## config.mk

```make
export PLATFORM = sky130hd
export DESIGN_NAME = uart_tx_queue
export DESIGN_NICKNAME = d
export VERILOG_FILES = /design/src/rtl/uart_tx_queue.sv
export SDC_FILE = /design/constraint.sdc
export NUM_CORES = 1
export LEC_CHECK = 0
export CORE_ASPECT_RATIO = 1.1
export CORE_MARGIN = 2
export CORE_UTILIZATION = 60
export DETAILED_ROUTE_END_ITERATION = 8
export PLACE_DENSITY = 0.82
export RECOVER_POWER = 50
export SLEW_MARGIN = 20
export SYNTH_ARGS = -nofsm -noshare
export SYNTH_HDL_FRONTEND = slang
export SYNTH_SLANG_ARGS = --single-unit
```

## constraint.sdc

```tcl
create_clock -name clk -period 3.2 [get_ports clk]
set_input_delay 0.64 -clock clk [delete_from_list [all_inputs] [get_ports clk]]
set_output_delay 0.64 -clock clk [all_outputs]
set_load 0.03 [all_outputs]
```

## src/rtl/uart_tx_queue.sv

```systemverilog
// Byte FIFO feeding the osdvu uart transmitter: accepts bytes on a valid/ready
// handshake and issues one transmit pulse per byte, paced by is_transmitting.
module uart_tx_queue #(
  parameter int depth_log2   = 4,
  parameter int busy_timeout = 3
) (
  input  logic                  clk,
  input  logic                  rst,
  input  logic                  in_valid,
  input  logic [7:0]            in_data,
  output logic                  in_ready,
  output logic                  transmit,
  output logic [7:0]            tx_byte,
  input  logic                  is_transmitting,
  output logic [depth_log2:0]   level,
  output logic                  empty,
  output logic                  full,
  output logic                  busy
);

  localparam int depth = 2 ** depth_log2;
  localparam int TW    = (busy_timeout > 1) ? $clog2(busy_timeout) : 1;

  localparam logic [1:0] IDLE      = 2'd0;
  localparam logic [1:0] WAIT_BUSY = 2'd1;
  localparam logic [1:0] WAIT_DONE = 2'd2;

  localparam logic [depth_log2-1:0] PTR_ONE  = 1;
  localparam logic [depth_log2:0]   LVL_ONE  = 1;
  localparam logic [TW-1:0]         T_ONE    = 1;
  localparam logic [TW-1:0]         TMO_LAST = TW'(busy_timeout - 1);

  logic [depth-1:0][7:0]   mem;
  logic [depth_log2-1:0]   rd_ptr, wr_ptr;
  logic [1:0]              state;
  logic [TW-1:0]           timer;
  logic                    push, pop;

  // level never exceeds depth, so its top bit alone marks the full condition
  assign full     = level[depth_log2];
  assign empty    = (level == '0);
  assign busy     = (state != IDLE);
  assign in_ready = !rst && !full;
  assign push     = in_valid && in_ready;
  assign pop      = (state == IDLE) && !empty && !is_transmitting;

  always_ff @(posedge clk) begin
    if (push) mem[wr_ptr] <= in_data;
  end

  always_ff @(posedge clk) begin
    if (rst) begin
      rd_ptr   <= '0;
      wr_ptr   <= '0;
      level    <= '0;
      transmit <= 1'b0;
      tx_byte  <= 8'h00;
      state    <= IDLE;
      timer    <= '0;
    end else begin
      if (push) wr_ptr <= wr_ptr + PTR_ONE;
      if (push && !pop)      level <= level + LVL_ONE;
      else if (pop && !push) level <= level - LVL_ONE;
      transmit <= 1'b0;
      case (state)
        IDLE: if (pop) begin
          tx_byte  <= mem[rd_ptr];
          rd_ptr   <= rd_ptr + PTR_ONE;
          transmit <= 1'b1;
          timer    <= '0;
          state    <= WAIT_BUSY;
        end
        // a core that never acknowledges the pulse must not stall the queue
        WAIT_BUSY: begin
          if (is_transmitting)       state <= WAIT_DONE;
          else if (timer == TMO_LAST) state <= IDLE;
          else                        timer <= timer + T_ONE;
        end
        WAIT_DONE: if (!is_transmitting) state <= IDLE;
        default: state <= IDLE;
      endcase
    end
  end

endmodule

```

; After elaboration in Yosys (flattened, before gate mapping)
; Index checks and enable logic that the tools add are counted.
[totals]
regBits = 154
in_bits = 12
word_cells = 79
[classes]
n_lt_le_gt_ge = 3
n_reduce_logical = 22
bitwise = 1
n_addsub = 5
mux = 17
eq_ne = 8
[ops]
columns = op, count
row1 = 128-bit bitwise mux, 1
row2 = 8-bit binary-select mux with 4-bit select, 1
row3 = 8-bit demux with 4-bit select, 1
row4 = 8-bit two-way mux, 2
row5 = 2-bit two-way mux, 7
row6 = "4-bit by 5-bit < comparator with 1-bit output, second input constant", 2
row7 = 5-bit two-way mux, 2
row8 = "4-bit by 1-bit adder with 4-bit output, second input constant", 2
row9 = "2-bit inequality test, second input constant", 4
row10 = 1-bit logical AND, 7
row11 = 1-bit zero test, 6
row12 = 2-bit case mux with 3 select lines, 1
row13 = 2-bit nonzero test, 3
row14 = "5-bit by 1-bit adder with 5-bit output, second input constant", 1
row15 = 5-bit zero test, 1
row16 = "5-bit by 1-bit subtractor with 5-bit output, second input constant", 1
row17 = "2-bit == test, second input constant", 2
row18 = "4-bit by 1-bit greater-or-equal comparator with 1-bit output, second input constant", 1
row19 = 2-bit case mux with 2 select lines, 1
row20 = 4-bit AND reduction, 1
row21 = "3-bit inequality test, second input constant", 1
row22 = 3-bit AND reduction, 1
row23 = "2-bit by 1-bit adder with 2-bit output, second input constant", 1
row24 = "2-bit by 1-bit == test with 1-bit output, second input constant", 1
row25 = 5 further kinds, 5

; Logic depth before layout (Yosys ltp)
[logic_depth]
depth_word = 7
mapped_depth = 11

; Least setup slack after synthesis
; No wires, ideal clock.
[synth_path]
path_kind = register to register
startpoint = register level[0]
endpoint = register level[4]
setup_slack_ns = 0.134
required_time_ns = 3.079
arrival_time_ns = 2.945
setup_ns = 0.121
path_stages_with_launch = 12
path_cell_list = dfxtp_1 -> or4_4 -> o21a_1 -> buf_6 -> inv_2 -> ha_1 -> inv_1 -> fa_1 -> a21o_1 -> a21oi_1 -> mux2i_1 -> mux2_2
[synth_between]
elab_chain_cells = 7
word_cells_on_any_way = 12
cone_classes = add/sub: 2 / mux: 2 / reduce/logical: 8
[synth_rtl]
columns = item, line_no
row1 = start: declaration, 15  ; output logic [depth_log2:0] level,
row2 = start signal: assignment, 62  ; if (push && !pop) level <= level + LVL_ONE;
row3 = start signal: assignment, 63  ; else if (pop && !push) level <= level - LVL_ONE;
row4 = "parallel branches: the longest is 7 deep, another holds 5-bit by 1-bit subtractor with 5-bit output", -
; Parallel ways; which one is timed is not known. The select of a mux whose other input is x is not followed.
; A chain may end at the register's enable or synchronous reset.

; Final worst setup path
[layout_path]
startpoint = register level[1]
endpoint = register level[4]
; Same word-level chain as after synthesis.

==> impl_metrics.csv <==
group,metric,value,unit
outcome,status,"completed",
final_layout,multi_input_area,1732,sq um
worst_setup_path,critical_path.startpoint,"level[1]",
hold_path,hold_path.class,"flip-flop to flip-flop",
final_layout,drive_above_1_share,0.1711,
place,place_inst,561,
floorplanning,std_cell_rows,39,
synthesis,yosysWarnings,0,
synthesis,syn_nets,409,
place,gp_congestion,0.8177,
final_layout,ff_latch_area,4365,sq um
sta,finClkSkew,0.007727,ns
sta,layout_setup_ws,0.1845,ns
synthesis,ys_top_cells_by_count,"128 x edfxtp_1, 46 x mux2i_1, 36 x nor2_1",
sta,setup_viol,0,
hold_path,min_delay_path_depth,2,
synthesis,yosysTopAreaCellShare,0.6138,
floorplanning,io_pins,30,
grt,grt_pass1_vias,3502,
sta,worstMarginPinSlew,1.037,ns
place,hpwl,7831,microns
floorplanning,die-area,11270,sq um
power_and_ir_drop,leakagePower,2.362,nW
synthesis,synth_enable_flop_cells,128,
synthesis,async_reset_ff_frac,0,
final_layout,area_delta_synth_final,17.20,%
synthesis,synthCells,386,
clock_network,hold_buffers,0,
synthesis,syn-mean-instance-area,16.22,sq um
routing,drtAntennaViolNets,0,
clock_network,cts_sinks,154,
synthesis,syn_area,6262,sq um
final_layout,nets,460,
routing,drt_first_iter_violations,294,
hold_path,min_to,"timer[0]",
synthesis,synth.most_common_cell,"edfxtp_1",
hold_path,hp-start,"timer[0]",
synthesis,synthTopCellsByArea,"edfxtp_1 61%, dfxtp_1 8.3%, mux2i_1 7.4%",
synthesis,synth-seq-cells,154,
floorplanning,core_area,10300,sq um
worst_setup_path,critical_path_peak_fanout,5,
clock_network,cts_inserted_buffers,17,
grt,antenna_found_initial,0,
worst_setup_path,crit_type,"flip-flop to flip-flop",
floorplanning,die_height,111.2,microns
sta,whs,0.4702,ns
routing,wl_per_cell,21.03,microns
worst_setup_path,required,3.50,ns
worst_setup_path,r2r_setup_slack,0.18,ns
routing,vias_per_cell,5.941,
sta,hold_viol,0,
synthesis,seq_area_frac_synth,0.6969,
worst_setup_path,rr_worst_depth,10,
grt,grt_pass1_wl,18960,microns
synthesis,synth_fa_ha_area_frac,0.02318,
grt,globalRouteOverflowTotal,0,
floorplanning,die_w,101.4,microns
sta,rsz0062_at_grt,"false",
clock_network,cts_buffer_depth,2,
place,dp_slack,-0.002381,ns
synthesis,synth_top_family_by_area,"multiplexers",
grt,grt_use_met3,0.05864,
synthesis,synth.distinct_cells,46,
clock_network,cts-root-buf,"clkbuf_16",
sta,max-slew-margin-rel,0.3070,
final_layout,diodes,0,
clock_network,cts_resized,0,
clock_network,cts_tree,"built",
worst_setup_path,cp.arrival,3.32,ns
grt,grt_max_degree,35,
worst_setup_path,critPathCaptureType,"flip-flop",
power_and_ir_drop,ir_drop,0.0003429,V
synthesis,yosys.area_share.simple,0.05914,
final_layout,fill_cells,625,
worst_setup_path,startpoint_type,"flip-flop",
clock_network,clk_pin_slew,0.06,ns
synthesis,muxShareOfSynthArea,0.1137,
synthesis,synthXorXnorAreaFrac,0.01399,
clock_network,h-tree-depth,4,
sta,slew_violations,0,
grt,busiest_layer,"met2",
sta,fin_crit_sh,0.9424,
worst_setup_path,timing.rr.start,"level[1]",
grt,grt_use_met1,0.3004,
grt,grt_usage,0.2329,
routing,dr.pass1.iters,5,
sta,finalCriticalPeriod,3.016,ns
synthesis,synth-main-ff-cell,"edfxtp_1",
routing,route.detailed.drc,0,
clock_network,clock_latency,0.42,ns
final_layout,fin_cells,593,
floorplanning,start_util,0.6082,
job,max_cap_violations,0,
final_layout,utilization,0.7128,
sta,fmax,331.6,MHz
grt,grt_use_met2,0.3801,
routing,via_count,3523,
worst_setup_path,worstReg2RegEnd,"level[4]",
clock_network,post_cts.repair.setup_buffers,0,
synthesis,synth_compound_area_frac,0.06813,
synthesis,yosysTopAreaCell,"edfxtp_1",
power_and_ir_drop,power_per_cell_area,749.0,nW/um^2
routing,routed_wl,12470,microns
place,io_buffer_count,29,
-- per-layer routing --
layer	wire length, microns	up-vias
met3	617	22
li1	-	1605
met4	278	0
met5	0	-
met2	6377	129
met1	5197	1767
-- layout by cell type, fill, tap and decap left out, types with 7 or more instances in the layout --
cell,n
dlygate4sd3_1,10
edfxtp_1,128
dfxtp_1,25
nor2_1,36
nor3_1,7
mux2i_1,46
nand2_1,9
clkdlybuf4s50_1,18
buf_4,21
clkbuf_16,17
o22ai_1,22
ha_1,10
-- critical path: stages, from the launching register on --
cell,delay [ns]
dfxtp_1,0.36
or4_4,0.57
o21a_1,0.21
inv_2,0.10
ha_1,0.17
inv_1,0.09
fa_1,0.42
a21o_1,0.21
a21oi_1,0.20
mux2i_1,0.23
mux2_2,0.35
-- power by group --
group / internal [W] / total [W] / switching (W)
sequential: 0.00228 / 0.00239 / 0.000106
clock: 0.00109 / 0.00191 / 0.000824
combinational: 0.000530 / 0.00120 / 0.000671
total: 0.00390 / 0.00550 / 0.00160
-- cell families (layout without fill, tap and decap cells) --
| family | after synthesis | after routing |
|---|---|---|
| DFF | 154 | 154 |
| muxes | 57 | 57 |
| buffers and inverters | 28 | 92 |
| xor gates and xnor gates | 10 | 10 |
| and+or+nand+nor | 75 | 75 |
| adders and majority gates | 11 | 11 |
| AOI/OAI and AO/OA | 51 | 51 |
-- final cells by class --
type,instances,share of cell area
Timing Repair Buffer,55,0.06495
Multi-Input combinational cell,204,0.2359
Sequential cell,154,0.5948
Clock inverter,14,0.01892
Clock buffer,18,0.05847
Tap cell,143,0.02438
Inverter,5,0.002557
-- how the worst max path moves through the flow --
stage,to
after floorplan,level[4]
after global placement,level[4]
after detailed placement,level[4]
after CTS,level[4]
after global routing,level[4]
final,level[4]
-- state kept, by name, summed over array words and instances (netlist names) --
signal    count
mem         128
tx_byte       8
level         5
rd_ptr        4
wr_ptr        4
state         2
timer         2
transmit      1
-- through the flow --
stage | power (W) | area [sq um] | TNS (ns)
floorplan | 0.003295 | 6262 | 0
global placement | 0.003592 | 6800 | 0
detailed placement | 0.003638 | 6800 | -0.002381
CTS | 0.005535 | 7368 | 0
global route | 0.005706 | 7340 | 0
finish | 0.005497 | 7340 | 0
Note: power is estimated with default switching activity, not from simulation.
